File: src/rtl/msix_pkg.sv
// msix_pkg: shared constants, sender state type and helper functions for
// the MSI-X table / PBA endpoint.
package msix_pkg;

  localparam int unsigned MAX_VECTORS  = 2048;
  localparam int unsigned VEC_W        = 11;
  localparam int unsigned ENTRY_STRIDE = 16;
  localparam int unsigned PBA_STRIDE   = 8;

  // Dword offsets within one table entry
  localparam logic [1:0] ADDR_LO = 2'd0;
  localparam logic [1:0] ADDR_HI = 2'd1;
  localparam logic [1:0] DATA    = 2'd2;
  localparam logic [1:0] VCTRL   = 2'd3;

  localparam int unsigned VCTRL_MASK_BIT = 0;

  typedef enum logic {
    IDLE,
    WAIT_ACK
  } sender_state_e;

  // Index of the lowest set bit; 0 when no bit is set.
  function automatic logic [VEC_W-1:0] lowest_set(input logic [MAX_VECTORS-1:0] v);
    logic [VEC_W-1:0] r;
    r = '0;
    for (int unsigned i = MAX_VECTORS; i > 0; i--) begin
      if (v[i-1]) r = VEC_W'(i - 1);
    end
    return r;
  endfunction

  // Byte-lane merge of write data into an existing dword.
  function automatic logic [31:0] be_merge(input logic [31:0] old_val,
                                           input logic [31:0] wdata,
                                           input logic [3:0]  be);
    logic [31:0] r;
    r = old_val;
    for (int unsigned b = 0; b < 4; b++) begin
      if (be[b]) r[8*b +: 8] = wdata[8*b +: 8];
    end
    return r;
  endfunction

endpackage

File: src/rtl/msix_table.sv
// msix_table: MSI-X table and Pending Bit Array behind a PCIe BAR.
// Ports:
//   clk, reset_n            clock, synchronous active-low reset
//   bar_addr/bar_index      BAR access address and BAR number
//   bar_wr_data/en/be       dword write with byte enables
//   bar_rd_en               read strobe (no side effects)
//   bar_rd_data             combinational read data
//   bar_access_match        access hits table or PBA window
//   msix_enable             capability MSI-X Enable
//   msix_function_mask      capability Function Mask
//   msix_interrupt/vector   request to PCIe core
//   msix_interrupt_ack      one-cycle acknowledge from core
// Interrupt sources call the task trigger_interrupt(vector).
module msix_table
  import msix_pkg::*;
#(
  parameter int unsigned NUM_MSIX          = 1,
  parameter logic [2:0]  MSIX_TABLE_BIR    = 3'd0,
  parameter logic [31:0] MSIX_TABLE_OFFSET = 32'h0,
  parameter logic [2:0]  MSIX_PBA_BIR      = 3'd0,
  parameter logic [31:0] MSIX_PBA_OFFSET   = 32'h0
) (
  input  logic        clk,
  input  logic        reset_n,
  input  logic [31:0] bar_addr,
  input  logic [2:0]  bar_index,
  input  logic [31:0] bar_wr_data,
  input  logic        bar_wr_en,
  input  logic [3:0]  bar_wr_be,
  input  logic        bar_rd_en,
  output logic [31:0] bar_rd_data,
  output logic        bar_access_match,
  input  logic        msix_enable,
  input  logic        msix_function_mask,
  output logic        msix_interrupt,
  output logic [10:0] msix_vector,
  input  logic        msix_interrupt_ack
);

  localparam int unsigned IW     = (NUM_MSIX > 1) ? $clog2(NUM_MSIX) : 1;
  localparam int unsigned PBA_QW = (NUM_MSIX + 63) / 64;
  localparam int unsigned PBA_DW = 2 * PBA_QW;
  localparam int unsigned PW     = (PBA_DW > 1) ? $clog2(PBA_DW) : 1;

  localparam logic [32:0] TBL_LO = {1'b0, MSIX_TABLE_OFFSET};
  localparam logic [32:0] TBL_HI = TBL_LO + 33'(ENTRY_STRIDE * NUM_MSIX);
  localparam logic [32:0] PBA_LO = {1'b0, MSIX_PBA_OFFSET};
  localparam logic [32:0] PBA_HI = PBA_LO + 33'(PBA_STRIDE * PBA_QW);

  // Table storage
  logic [31:0]         addr_lo_q [NUM_MSIX];
  logic [31:0]         addr_hi_q [NUM_MSIX];
  logic [31:0]         data_q    [NUM_MSIX];
  logic [NUM_MSIX-1:0] mask_q;

  logic [NUM_MSIX-1:0] pending_q, pending_d;
  sender_state_e       state_q, state_d;
  logic                irq_q, irq_d;
  logic [VEC_W-1:0]    vec_q, vec_d;

  // Trigger requests from the task are toggles; a bit differing from its
  // seen copy marks a new request for one cycle, so the task never has to
  // share a driver with the clocked logic.
  logic [NUM_MSIX-1:0] trig_tog = '0;
  logic [NUM_MSIX-1:0] trig_seen_q;
  logic [NUM_MSIX-1:0] trig_set;

  task automatic trigger_interrupt(input logic [10:0] vector);
    if (32'(vector) < NUM_MSIX) trig_tog[vector[IW-1:0]] = ~trig_tog[vector[IW-1:0]];
  endtask

  assign trig_set = trig_tog ^ trig_seen_q;

  // Address decode
  logic          tbl_hit, pba_hit;
  logic [31:0]   tbl_rel, pba_rel;
  logic [IW-1:0] idx;
  logic [1:0]    dword;
  logic [PW-1:0] pba_k;
  logic [PBA_QW*64-1:0] pend_pad;
  logic [31:0]   pba_word;

  assign tbl_hit = (bar_index == MSIX_TABLE_BIR) &&
                   ({1'b0, bar_addr} >= TBL_LO) && ({1'b0, bar_addr} < TBL_HI);
  assign pba_hit = (bar_index == MSIX_PBA_BIR) &&
                   ({1'b0, bar_addr} >= PBA_LO) && ({1'b0, bar_addr} < PBA_HI);
  assign bar_access_match = tbl_hit || pba_hit;

  assign tbl_rel  = bar_addr - MSIX_TABLE_OFFSET;
  assign pba_rel  = bar_addr - MSIX_PBA_OFFSET;
  assign idx      = tbl_rel[4 +: IW];
  assign dword    = bar_addr[3:2];
  assign pba_k    = pba_rel[2 +: PW];
  assign pend_pad = (PBA_QW*64)'(pending_q);
  assign pba_word = 32'(pend_pad >> {pba_k, 5'd0});

  always_comb begin
    bar_rd_data = '0;
    if (tbl_hit) begin
      case (dword)
        ADDR_LO: bar_rd_data = addr_lo_q[idx];
        ADDR_HI: bar_rd_data = addr_hi_q[idx];
        DATA:    bar_rd_data = data_q[idx];
        default: bar_rd_data = {31'd0, mask_q[idx]};
      endcase
    end else if (pba_hit) begin
      bar_rd_data = pba_word;
    end
  end

  // Table writes
  always_ff @(posedge clk) begin
    if (!reset_n) begin
      for (int unsigned i = 0; i < NUM_MSIX; i++) begin
        addr_lo_q[i] <= '0;
        addr_hi_q[i] <= '0;
        data_q[i]    <= '0;
      end
      mask_q <= '1;
    end else if (bar_wr_en && tbl_hit) begin
      case (dword)
        ADDR_LO: addr_lo_q[idx] <= be_merge(addr_lo_q[idx], bar_wr_data, bar_wr_be) & 32'hFFFF_FFFC;
        ADDR_HI: addr_hi_q[idx] <= be_merge(addr_hi_q[idx], bar_wr_data, bar_wr_be);
        DATA:    data_q[idx]    <= be_merge(data_q[idx], bar_wr_data, bar_wr_be);
        default: if (bar_wr_be[0]) mask_q[idx] <= bar_wr_data[VCTRL_MASK_BIT];
      endcase
    end
  end

  // Sender
  logic [NUM_MSIX-1:0] eligible;
  logic [VEC_W-1:0]    sel_vec;

  assign eligible = pending_q & ~mask_q;
  assign sel_vec  = lowest_set(MAX_VECTORS'(eligible));

  always_comb begin
    state_d   = state_q;
    irq_d     = irq_q;
    vec_d     = vec_q;
    pending_d = pending_q;
    case (state_q)
      IDLE: begin
        if (msix_enable && !msix_function_mask && (|eligible)) begin
          state_d = WAIT_ACK;
          irq_d   = 1'b1;
          vec_d   = sel_vec;
        end
      end
      default: begin
        if (msix_interrupt_ack) begin
          state_d = IDLE;
          irq_d   = 1'b0;
          pending_d[vec_q[IW-1:0]] = 1'b0;
        end
      end
    endcase
    // A new trigger overrides a same-cycle clear
    pending_d = pending_d | trig_set;
  end

  always_ff @(posedge clk) begin
    if (!reset_n) begin
      state_q     <= IDLE;
      irq_q       <= 1'b0;
      vec_q       <= '0;
      pending_q   <= '0;
      trig_seen_q <= trig_tog;
    end else begin
      state_q     <= state_d;
      irq_q       <= irq_d;
      vec_q       <= vec_d;
      pending_q   <= pending_d;
      trig_seen_q <= trig_tog;
    end
  end

  assign msix_interrupt = irq_q;
  assign msix_vector    = vec_q;

  logic unused_bits;
  assign unused_bits = &{1'b0, bar_rd_en, bar_addr[1:0], tbl_rel, pba_rel, vec_q};

endmodule

File: config.mk
export PLATFORM = sky130hd
export DESIGN_NAME = msix_table
export DESIGN_NICKNAME = d
export VERILOG_FILES = /design/src/rtl/msix_pkg.sv /design/src/rtl/msix_table.sv
export SDC_FILE = /design/constraint.sdc
export NUM_CORES = 1
export LEC_CHECK = 0
export ABC_AREA = 1
export ABC_CLOCK_PERIOD_IN_PS = 2650
export BUFFER_PORTS_ARGS = -buffer_cell sky130_fd_sc_hd__buf_4
export CAP_MARGIN = 25
export CORE_MARGIN = 2
export CORE_UTILIZATION = 54
export CTS_BUF_LIST = sky130_fd_sc_hd__clkbuf_8
export DETAILED_ROUTE_END_ITERATION = 16
export PLACE_DENSITY = 0.86
export SETUP_SLACK_MARGIN = 0.3
export SYNTH_ARGS = -nofsm -noshare
export SYNTH_HDL_FRONTEND = slang
export SYNTH_SLANG_ARGS = --single-unit
File: constraint.sdc
create_clock -name clk -period 2.65 [get_ports clk]
set_clock_uncertainty 0.05 [all_clocks]
set_input_delay 0.265 -clock clk [delete_from_list [all_inputs] [get_ports clk]]
set_output_delay 0.265 -clock clk [all_outputs]
set_load 0.1 [all_outputs]
==> flow_summary.toml, run 1 <==
[run_status]
status = "finished, final reports clean"

[drt]
ant_nets = 0
vias = 3525
wl_per_cell_um = 15.9
via_per_inst = 5.20
drc = 0
drt_iter0_markers = 178
drt_first_pass_iters = 4
wl_mm = 10.8

[global_route]
first_global_vias = 3660
antenna_found_initial = 0
grt_pass1_wl_mm = 16.6
overflow = 0
grtUsageTotal_pct = 24.6
grt_max_degree = 24

[clock_tree]
clock_path_buffers = 2
htree_levels = 3
insertion_delay_ns = 0.36
cts.sinks = 95
cts_root_buffer = "clkbuf_8"
clk_pin_slew_ns = 0.09
cts_tree = "yes"
cts_hold_buf = 0
numCtsBuffers = 9

[power]
leakage_nw = 2.30
powerDensity_nw_per_um2 = 472
ir_drop_v = 0.000335

[timing]
setup_viol = 0
period_needed_ns = 2.21
rsz0062_at_grt = "no"
fin_setup_tns_ns = 0
max_clock_freq_ghz = 0.452
tightest_slew_ns = 0.627
max_slew_margin_pct = 58.2
slew_viol_final = 0
fin_crit_sh_pct = 83.4
hold_slack_ns = 0.117
final_hold_viol_count = 0

[finish]
layout.nets = 646
mostFrequentLayoutCells = "109 x buf_4, 108 x nand2_1, 94 x edfxtp_1, 63 x nor2_2, 47 x nor2_1"
drive_above_1_share_pct = 42.8
n_antenna_cell = 0
final_common_cell = "buf_4"
num-fill-cells = 549
area_growth_pct = 36.5

[floorplanning]
core_area_um2 = 8180
ios = 123
fp-row-count = 33
dieHeight_um = 95.8
die-area_um2 = 9180
initial_core_util_pct = 55.7
die_w_um = 95.8

[logic_synthesis]
synth_top_area_share_pct = 62.0
ys_seq_area_share_pct = 62.4
synthAdderAreaFrac_pct = 0
ys.warnings.count = 0
synthSimpleGateAreaFrac_pct = 23.6
synth_compound_area_share_pct = 5.69
synth_cell_types = 21
synth_xor_area_share_pct = 0
synthCells = 450
synth_top_family_by_area = "simple AND/OR/NAND/NOR gates"
ys_ff_latch = 95
post-synth-top-area-cell = "edfxtp_1"
synth_area_leaders = "edfxtp_1 62%, nand2_1 8.9%, nor2_2 8.5%, a31oi_1 4.3%, nor2_1 4.0%"
synthMuxAreaShare_pct = 0
synth.avg_cell_area_um2 = 10.1
synth_area_um2 = 4550

[placement]
io_buffer_count = 104
gp_congestion = 0.847
place_hpwl_mm = 7.61

[setup_path]
crit_type = "in -> out"
cp.arrival_ns = 1.90
cp_max_fo = 21
cp.required_ns = 2.34
critPathLaunchType = "input pin"
rr_worst_depth = 2
worstSetupEndpointType = "output port"

[run]
max-cap-violations = 0

[hold_path]
hp-class = "in -> reg"
whs_path_depth = 3
[report_power, final]
| group | total [mW] | switching [mW] | internal, mW |
|---|---|---|---|
| Clock | 0.845 | 0.505 | 0.340 |
| Combinational | 0.348 | 0.239 | 0.110 |
| Sequential | 1.74 | 0.0215 | 1.72 |
| Total | 2.93 | 0.765 | 2.17 |
[per-layer routing]
layer / up-vias / routed length [um] / GRT usage (%) / share of wire (%)
met3: 23 / 642 / 4.93 / 6.0
met2: 131 / 5930 / 46.7 / 55
met5: - / 0 / 0 / 0
met1: 1678 / 3930 / 25.8 / 36
met4: 0 / 261 / 11.8 / 2.4
li1: 1693 / - / - / -
[critical path, stage by stage]
cell,delay (ns)
buf_4,0.11
nor2_1,0.15
nand2_1,0.07
nor2_1,0.09
nand2_1,0.09
nor2_4,0.24
inv_2,0.06
buf_4,0.32
a31oi_4,0.24
buf_6,0.25
[synthesized netlist by cell type]
cell / count
o21ai_0: 12
nand2_2: 2
nor3_1: 7
nor2_4: 1
nand2_1: 108
inv_1: 39
nor2_1: 48
nand4_1: 1
buf_2: 1
clkbuf_1: 15
nand3_1: 5
dfxtp_1: 1
nor2_2: 62
a31oi_1: 31
buf_4: 12
buf_6: 6
nand4_2: 1
conb_1: 1
a21oi_1: 1
edfxtp_1: 94
clkinv_1: 2
[through the flow]
| stage | instance area, um2 | std cells | total power [mW] | setup slack, ns | utilization [%] |
|---|---|---|---|---|---|
| finish | 6210 | 678 | 2.93 | 0.439 | 76.0 |
| global route | 6210 | 678 | 3.02 | 0.312 | 76.0 |
| CTS | 6140 | 678 | 2.94 | 0.406 | 75.1 |
| detailed placement | 5960 | 662 | 2.12 | 0.347 | 72.9 |
| global placement | 5960 | 662 | 2.10 | 0.445 | 72.9 |
| floorplan | 5100 | 461 | 1.99 | 0.113 | - |
[flip-flops by register name, indices dropped and copies added (netlist names)]
register / count
mask_q: 1
data_q: 32
addr_lo_q: 30
addr_hi_q: 32
[path summary, 6_finish.rpt]
path | from | slack (ns) | endpoint
hold / removal | bar_wr_data[0] | 0.12 | mask_q
setup reg to reg | mask_q | 2.05 | mask_q
hold reg to reg | mask_q | 0.44 | mask_q
setup / recovery | bar_addr[8] | 0.44 | bar_rd_data[21]
[timing repair]
action | 4_1_cts | 5_1_grt
gates resized for setup | 0 | 21
setup buffers | 0 | 0
setup endpoints to repair | 0 | 21
[area by class of cell]
class | count | area (um2) | area share (%)
Sequential cell | 95 | 2840 | 45.7
Multi-Input combinational cell | 291 | 1860 | 29.9
Timing Repair Buffer | 130 | 1050 | 17.0
Inverter | 41 | 154 | 2.48
Tap cell | 105 | 131 | 2.11
Clock buffer | 9 | 124 | 1.99
Clock inverter | 7 | 48.8 | 0.785
[logic make-up (layout without fill, tap and decap cells)]
family / count (synthesis) / count (layout)
and+or+nand+nor: 235 / 235
DFF: 95 / 95
buffers and inverters: 75 / 187
AOI/OAI and AO/OA: 44 / 44
other: 1 / 12
No activity file was read; power rests on OpenSTA's default activity.
==> run 2: changes to the inputs <==
--- a/config.mk
+++ b/config.mk
@@ -6,14 +6,14 @@
 export NUM_CORES = 1
 export LEC_CHECK = 0
 export ABC_AREA = 1
-export ABC_CLOCK_PERIOD_IN_PS = 2650
+export ABC_CLOCK_PERIOD_IN_PS = 1900
 export BUFFER_PORTS_ARGS = -buffer_cell sky130_fd_sc_hd__buf_4
 export CAP_MARGIN = 25
 export CORE_MARGIN = 2
-export CORE_UTILIZATION = 54
+export CORE_UTILIZATION = 49
 export CTS_BUF_LIST = sky130_fd_sc_hd__clkbuf_8
 export DETAILED_ROUTE_END_ITERATION = 16
-export PLACE_DENSITY = 0.86
+export PLACE_DENSITY = 0.82
 export SETUP_SLACK_MARGIN = 0.3
 export SYNTH_ARGS = -nofsm -noshare
 export SYNTH_HDL_FRONTEND = slang
==> constraint.sdc (replaced) <==
create_clock -name clk -period 1.9 [get_ports clk]
set_clock_uncertainty 0.05 [all_clocks]
set_input_delay 0.19 -clock clk [delete_from_list [all_inputs] [get_ports clk]]
set_output_delay 0.19 -clock clk [all_outputs]
set_load 0.1 [all_outputs]
==> flow_summary.toml, run 2 (synthesis results as in run 1) <==
[run_status]
status = "finished, final reports clean"

[power]
ir_drop_v = 0.000412
leakage_nw = 2.58
powerDensity_nw_per_um2 = 603

[finish]
post-route-util_pct = 77.4
n_antenna_cell = 0
mostFrequentLayoutCells = "107 x nand2_1, 94 x edfxtp_1, 78 x buf_4, 69 x nor2_2, 43 x buf_12"
regArea_um2 = 2840
drive_above_1_share_pct = 47.4
num-fill-cells = 503
final_common_cell = "nand2_1"
layout.nets = 657
multi_input_area_um2 = 2010
reg_top3 = "addr_hi_q: 32 flops, data_q: 32 flops, addr_lo_q: 30 flops"
area_growth_pct = 54.8

[setup_path]
cpLargestDelayFamily = "simple AND/OR/NAND/NOR gates"
crit_slowest_cell = "nor2_4"
reg2reg_to = "mask_q"
worstSetupEndpointType = "output port"
crit_type = "in -> out"
r2r_start = "mask_q"
critPathBufInv = 4
reg2reg_setup_slack_ns = 1.29
rr_worst_depth = 2
cp.required_ns = 1.66
cp.arrival_ns = 1.54
critical_path.startpoint = "bar_index[2]"
cp_max_fo = 10
critPathLaunchType = "input pin"
crit_chain = "buf_4 -> nor2_1 -> nand2_1 -> nor2_2 -> nand2_1 -> nor2_4 -> inv_6 -> buf_12 -> a31oi_4 -> buf_12"
max_stage_delay_ns = 0.21

[timing]
period_needed_ns = 1.78
max_clock_freq_ghz = 0.562
setup_viol = 0
final_hold_viol_count = 0
fin_setup_tns_ns = 0
rsz0062_at_grt = "yes"
layout_setup_ws_ns = 0.122
slew_viol_final = 0
fin_crit_sh_pct = 93.6

[clock_tree]
cts.sinks = 95
cts_root_buffer = "clkbuf_8"
cts_hold_buf = 0
cts_tree = "yes"
htree_levels = 3
clk_pin_slew_ns = 0.08
numCtsBuffers = 9
insertion_delay_ns = 0.35
clock_path_buffers = 2

[floorplanning]
initial_core_util_pct = 50.0
ios = 123
core_area_um2 = 9110
fp-row-count = 35
die_w_um = 100
die-area_um2 = 10100
dieHeight_um = 100

[placement]
place_ws_ns = -0.0731
place_hpwl_mm = 7.46
io_buffer_count = 104
gp_congestion = 0.751

[drt]
vias = 3607
drt_first_pass_iters = 4
drc = 0
wl_per_cell_um = 17.2
drt_iter0_markers = 198
via_per_inst = 5.19
ant_nets = 0
wl_mm = 12.0

[global_route]
grtUsageTotal_pct = 23.0
grt_max_degree = 24
overflow = 0
antenna_found_initial = 0
grt_pass1_wl_mm = 17.3
first_global_vias = 3662

[hold_path]
whs_path_depth = 3
holdPathEnd = "mask_q"
hp-start = "bar_wr_data[0]"
hp-class = "in -> reg"

[run]
max-cap-violations = 0
-- run 2: cell types whose count changed in the layout (fill, tap and decap cells not counted), moves of 5 or more --
cell and delta:
nor2_4 +5, buf_6 -5, buf_4 -31, o21ai_2 +6, nor2_1 -11, o21ai_1 -5
buf_12 +43, nor2_2 +6
-- run 2: metrics by stage --
stage	area (um2)	hold WS, ns	total power [mW]	cells
2_1_floorplan	5180	0.311	2.78	461
3_3_place_gp	6190	0.389	2.96	674
3_5_place_dp	6190	0.422	2.98	674
4_1_cts	6860	0.0946	4.23	692
5_1_grt	7050	0.101	4.39	695
6_report	7050	0.113	4.25	695
-- run 2: timing repair --
| action | 4_1_cts | 5_1_grt |
|---|---|---|
| gates cloned | 1 | 1 |
| pin swaps | 2 | 5 |
| gates resized for setup | 109 | 35 |
| buffers inserted | 1 | 2 |
| endpoints found under the hold margin | 0 | 0 |
| endpoints found under the setup margin | 37 | 126 |
-- run 2: per-layer routing --
| layer | global-route usage [%] | part of all wire, % |
|---|---|---|
| met1 | 26.1 | 37 |
| met2 | 41.4 | 53 |
| met3 | 4.32 | 7.4 |
| met4 | 11.1 | 2.7 |
| met5 | 0 | 0 |
-- run 2: where the power goes --
group / total (mW) / switching, mW / internal (mW)
Combinational: 0.548 / 0.362 / 0.186
Sequential: 2.42 / 0.0297 / 2.39
Clock: 1.28 / 0.676 / 0.600
Total: 4.25 / 1.07 / 3.18
-- run 2: how the worst max path moves through the flow --
stage | end | cells past startpoint
4_1_cts | bar_rd_data[15] | 10
3_3_place_gp | addr_lo_q[0][27] | 9
2_1_floorplan | bar_rd_data[22] | 8
3_5_place_dp | addr_lo_q[0][27] | 9
6_report | bar_rd_data[11] | 10
5_1_grt | bar_rd_data[13] | 10
-- run 2: final cells by class --
| type | count | area share [%] |
|---|---|---|
| Timing Repair Buffer | 141 | 24.2 |
| Clock inverter | 7 | 0.941 |
| Tap cell | 111 | 1.97 |
| Sequential cell | 95 | 40.3 |
| Clock buffer | 9 | 1.76 |
| Inverter | 41 | 2.25 |
| Multi-Input combinational cell | 291 | 28.5 |
-- run 2: worst reg2reg max path, stage by stage (launching register included) --
cell,delay [ns]
dfxtp_1,0.32
nand2_1,0.06
nand3_1,0.07
==> run 3: changes to the inputs <==
--- a/config.mk
+++ b/config.mk
@@ -5,15 +5,15 @@
 export SDC_FILE = /design/constraint.sdc
 export NUM_CORES = 1
 export LEC_CHECK = 0
-export ABC_AREA = 1
 export ABC_CLOCK_PERIOD_IN_PS = 1900
 export BUFFER_PORTS_ARGS = -buffer_cell sky130_fd_sc_hd__buf_4
 export CAP_MARGIN = 25
 export CORE_MARGIN = 2
-export CORE_UTILIZATION = 49
+export CORE_UTILIZATION = 50
 export CTS_BUF_LIST = sky130_fd_sc_hd__clkbuf_8
 export DETAILED_ROUTE_END_ITERATION = 16
-export PLACE_DENSITY = 0.82
+export PLACE_DENSITY = 0.83
+export REMOVE_ABC_BUFFERS = 1
 export SETUP_SLACK_MARGIN = 0.3
 export SYNTH_ARGS = -nofsm -noshare
 export SYNTH_HDL_FRONTEND = slang
==> flow_summary.toml, run 3 <==
[run_status]
status = "finished, violations left"
failed_checks = "setup timing"

[logic_synthesis]
synth_compound_area_share_pct = 5.78
post-synth-top-area-cell = "edfxtp_1"
ys_ff_latch = 95
synth_area_um2 = 4890
synth_xor_area_share_pct = 0
ys.warnings.count = 0
async_flop_share_pct = 0
synth_top_area_share_pct = 57.7
synthSimpleGateAreaFrac_pct = 23.8
yosysMostFrequentCell = "edfxtp_1"
synthAdderAreaFrac_pct = 0
ys_seq_area_share_pct = 58.1
synth-edff-count = 94
netlist_top_cells_count = "94 x edfxtp_1, 65 x nor2_1, 54 x and2_1, 35 x and4_1, 31 x mux2i_1"
synth_cell_types = 33
synth.avg_cell_area_um2 = 11.7
synth_top_family_by_area = "simple AND/OR/NAND/NOR gates"
synthCells = 419
synthMuxAreaShare_pct = 6.57
yosys_most_used_dff = "edfxtp_1"
synth_area_leaders = "edfxtp_1 58%, and2_1 6.9%, mux2i_1 6.3%, and4_1 6.3%, nor2_1 5.0%"

[clock_tree]
cts_tree = "yes"
cts_root_buffer = "clkbuf_8"
numCtsBuffers = 9
insertion_delay_ns = 0.37
clock_path_buffers = 2
cts.sinks = 95
htree_levels = 3
clk_pin_slew_ns = 0.09
cts_hold_buf = 0

[floorplanning]
die-area_um2 = 10600
ios = 123
dieHeight_um = 103
initial_core_util_pct = 50.8
fp-row-count = 36
die_w_um = 103
core_area_um2 = 9640

[timing]
period_needed_ns = 1.93
fin_setup_tns_ns = -0.0316
layout_setup_ws_ns = -0.0316
setup_viol = 1
hold_slack_ns = 0.0420
max_clock_freq_ghz = 0.518
final_hold_viol_count = 0
slew_viol_final = 0
rsz0062_at_grt = "yes"
fin_crit_sh_pct = 102

[setup_path]
cp_max_fo = 15
max_stage_delay_ns = 0.34
cp.required_ns = 1.66
worstSetupEndpointType = "output port"
crit_chain = "buf_4 -> buf_4 -> mux2i_1 -> nor2_1 -> a21oi_1 -> nor2_4 -> buf_12"
cpMostUsedCell = "buf_4"
crit_type = "in -> out"
cpLargestDelayFamily = "buffers and inverters"
critPathBufInv = 3
crit_slowest_cell = "mux2i_1"
critPathLaunchType = "input pin"
cp.arrival_ns = 1.69

[placement]
place_ws_ns = -0.350
io_buffer_count = 104
place_hpwl_mm = 7.97
gp_congestion = 0.795
place_inst = 659

[drt]
wl_mm = 15.4
vias = 4070
drt_iter0_markers = 274
drt_first_pass_iters = 4
via_per_inst = 5.84
ant_nets = 0
wl_per_cell_um = 22.0
drc = 0

[power]
p_int_mw = 3.22
ir_drop_v = 0.000406
p_clk_share_pct = 29.1
powerDensity_nw_per_um2 = 570
finalPower_mw = 4.37
power_frac_seq_pct = 55.6
switchingPower_mw = 1.16
sw_frac_of_total_pct = 26.4
leakage_nw = 2.93
comb_power_share_pct = 15.3

[finish]
final_common_cell = "edfxtp_1"
n_antenna_cell = 0
finalNonFillerCells = 697
reg_top3 = "addr_hi_q: 32 flops, data_q: 32 flops, addr_lo_q: 30 flops"
drive_above_1_share_pct = 48.4
area_growth_pct = 56.8
layout.nets = 638
mostFrequentLayoutCells = "94 x edfxtp_1, 91 x buf_4, 37 x buf_12, 34 x and4_1, 33 x nor2_1"

[run]
max-cap-violations = 0

[hold_path]
hp-class = "in -> reg"

[global_route]
overflow = 0
antenna_found_initial = 0
grt_pass1_wl_mm = 20.5
first_global_vias = 4063
grt_max_degree = 37
grtUsageTotal_pct = 26.2
## run 3: changes by cell type in the layout (fill, tap and decap cells not counted), moves of 28 or more
cell	delta
nand2_1	-98
nor2_2	-69
inv_1	-38
and4_1	+34
a31oi_4	-31
mux2i_1	+31
a21oi_1	+30
and2_1	+28
## run 3: final cells by class
type,count,area (um2)
Multi-Input combinational cell,282,2420
Fill cell,490,1970
Sequential cell,95,2840
Tap cell,133,166
Clock buffer,9,124
Inverter,3,23.8
Timing Repair Buffer,169,2040
Clock inverter,6,53.8
## run 3: power groups by stage
stage                     combinational (mW)  clock (mW)  sequential, mW
after global routing                   0.706        1.34            2.44
after global placement                 0.527           0            2.47
final                                  0.670        1.27            2.43
after CTS                              0.614        1.24            2.43
after detailed placement               0.541           0            2.47
after floorplan                        0.263           0            2.46
## run 3: what timing repair did
action | CTS | global route
endpoints found under the hold margin | 0 | 0
gates resized for setup | 211 | 74
endpoints found under the setup margin | 127 | 139
gates cloned | 5 | 4
setup buffers | 5 | 9
pin swaps | 45 | 34
## run 3: metrics by stage
stage                     util, %  cell area [um2]
final                        79.6             7670
after global routing         79.6             7670
after CTS                    75.2             7250
after detailed placement     62.4             6010
after global placement       62.4             6010
after floorplan                 -             4670
## run 3: path summary, 6_finish.rpt
check,cells past startpoint,startpoint,endpoint,slack [ns]
max reg2reg,2,mask_q,mask_q,1.24
max,7,bar_addr[3],bar_rd_data[23],-0.03
min reg2reg,2,mask_q,mask_q,0.49
min,3,bar_wr_data[0],mask_q,0.04
## run 3: worst reg2reg max path, cell delays in order, from the launching register on
cell and delay, ns:
dfxtp_1 0.33, nor2_1 0.11, mux2i_1 0.07
## run 3: per-layer routing
metal / global-route usage, % / vias to the layer above / wire (um)
met5: 0 / - / 0
met4: 13.7 / 0 / 664
met3: 5.02 / 49 / 1460
met2: 46.0 / 298 / 8010
met1: 30.6 / 1928 / 5210
li1: - / 1795 / -
## run 3: cells by family (layout without fill, tap and decap cells)
kind of cell	count (synthesis)	after routing
compound gates	44	44
buf+inv	53	187
flops	95	95
mux	32	32
other cells	1	12
simple gates	194	194
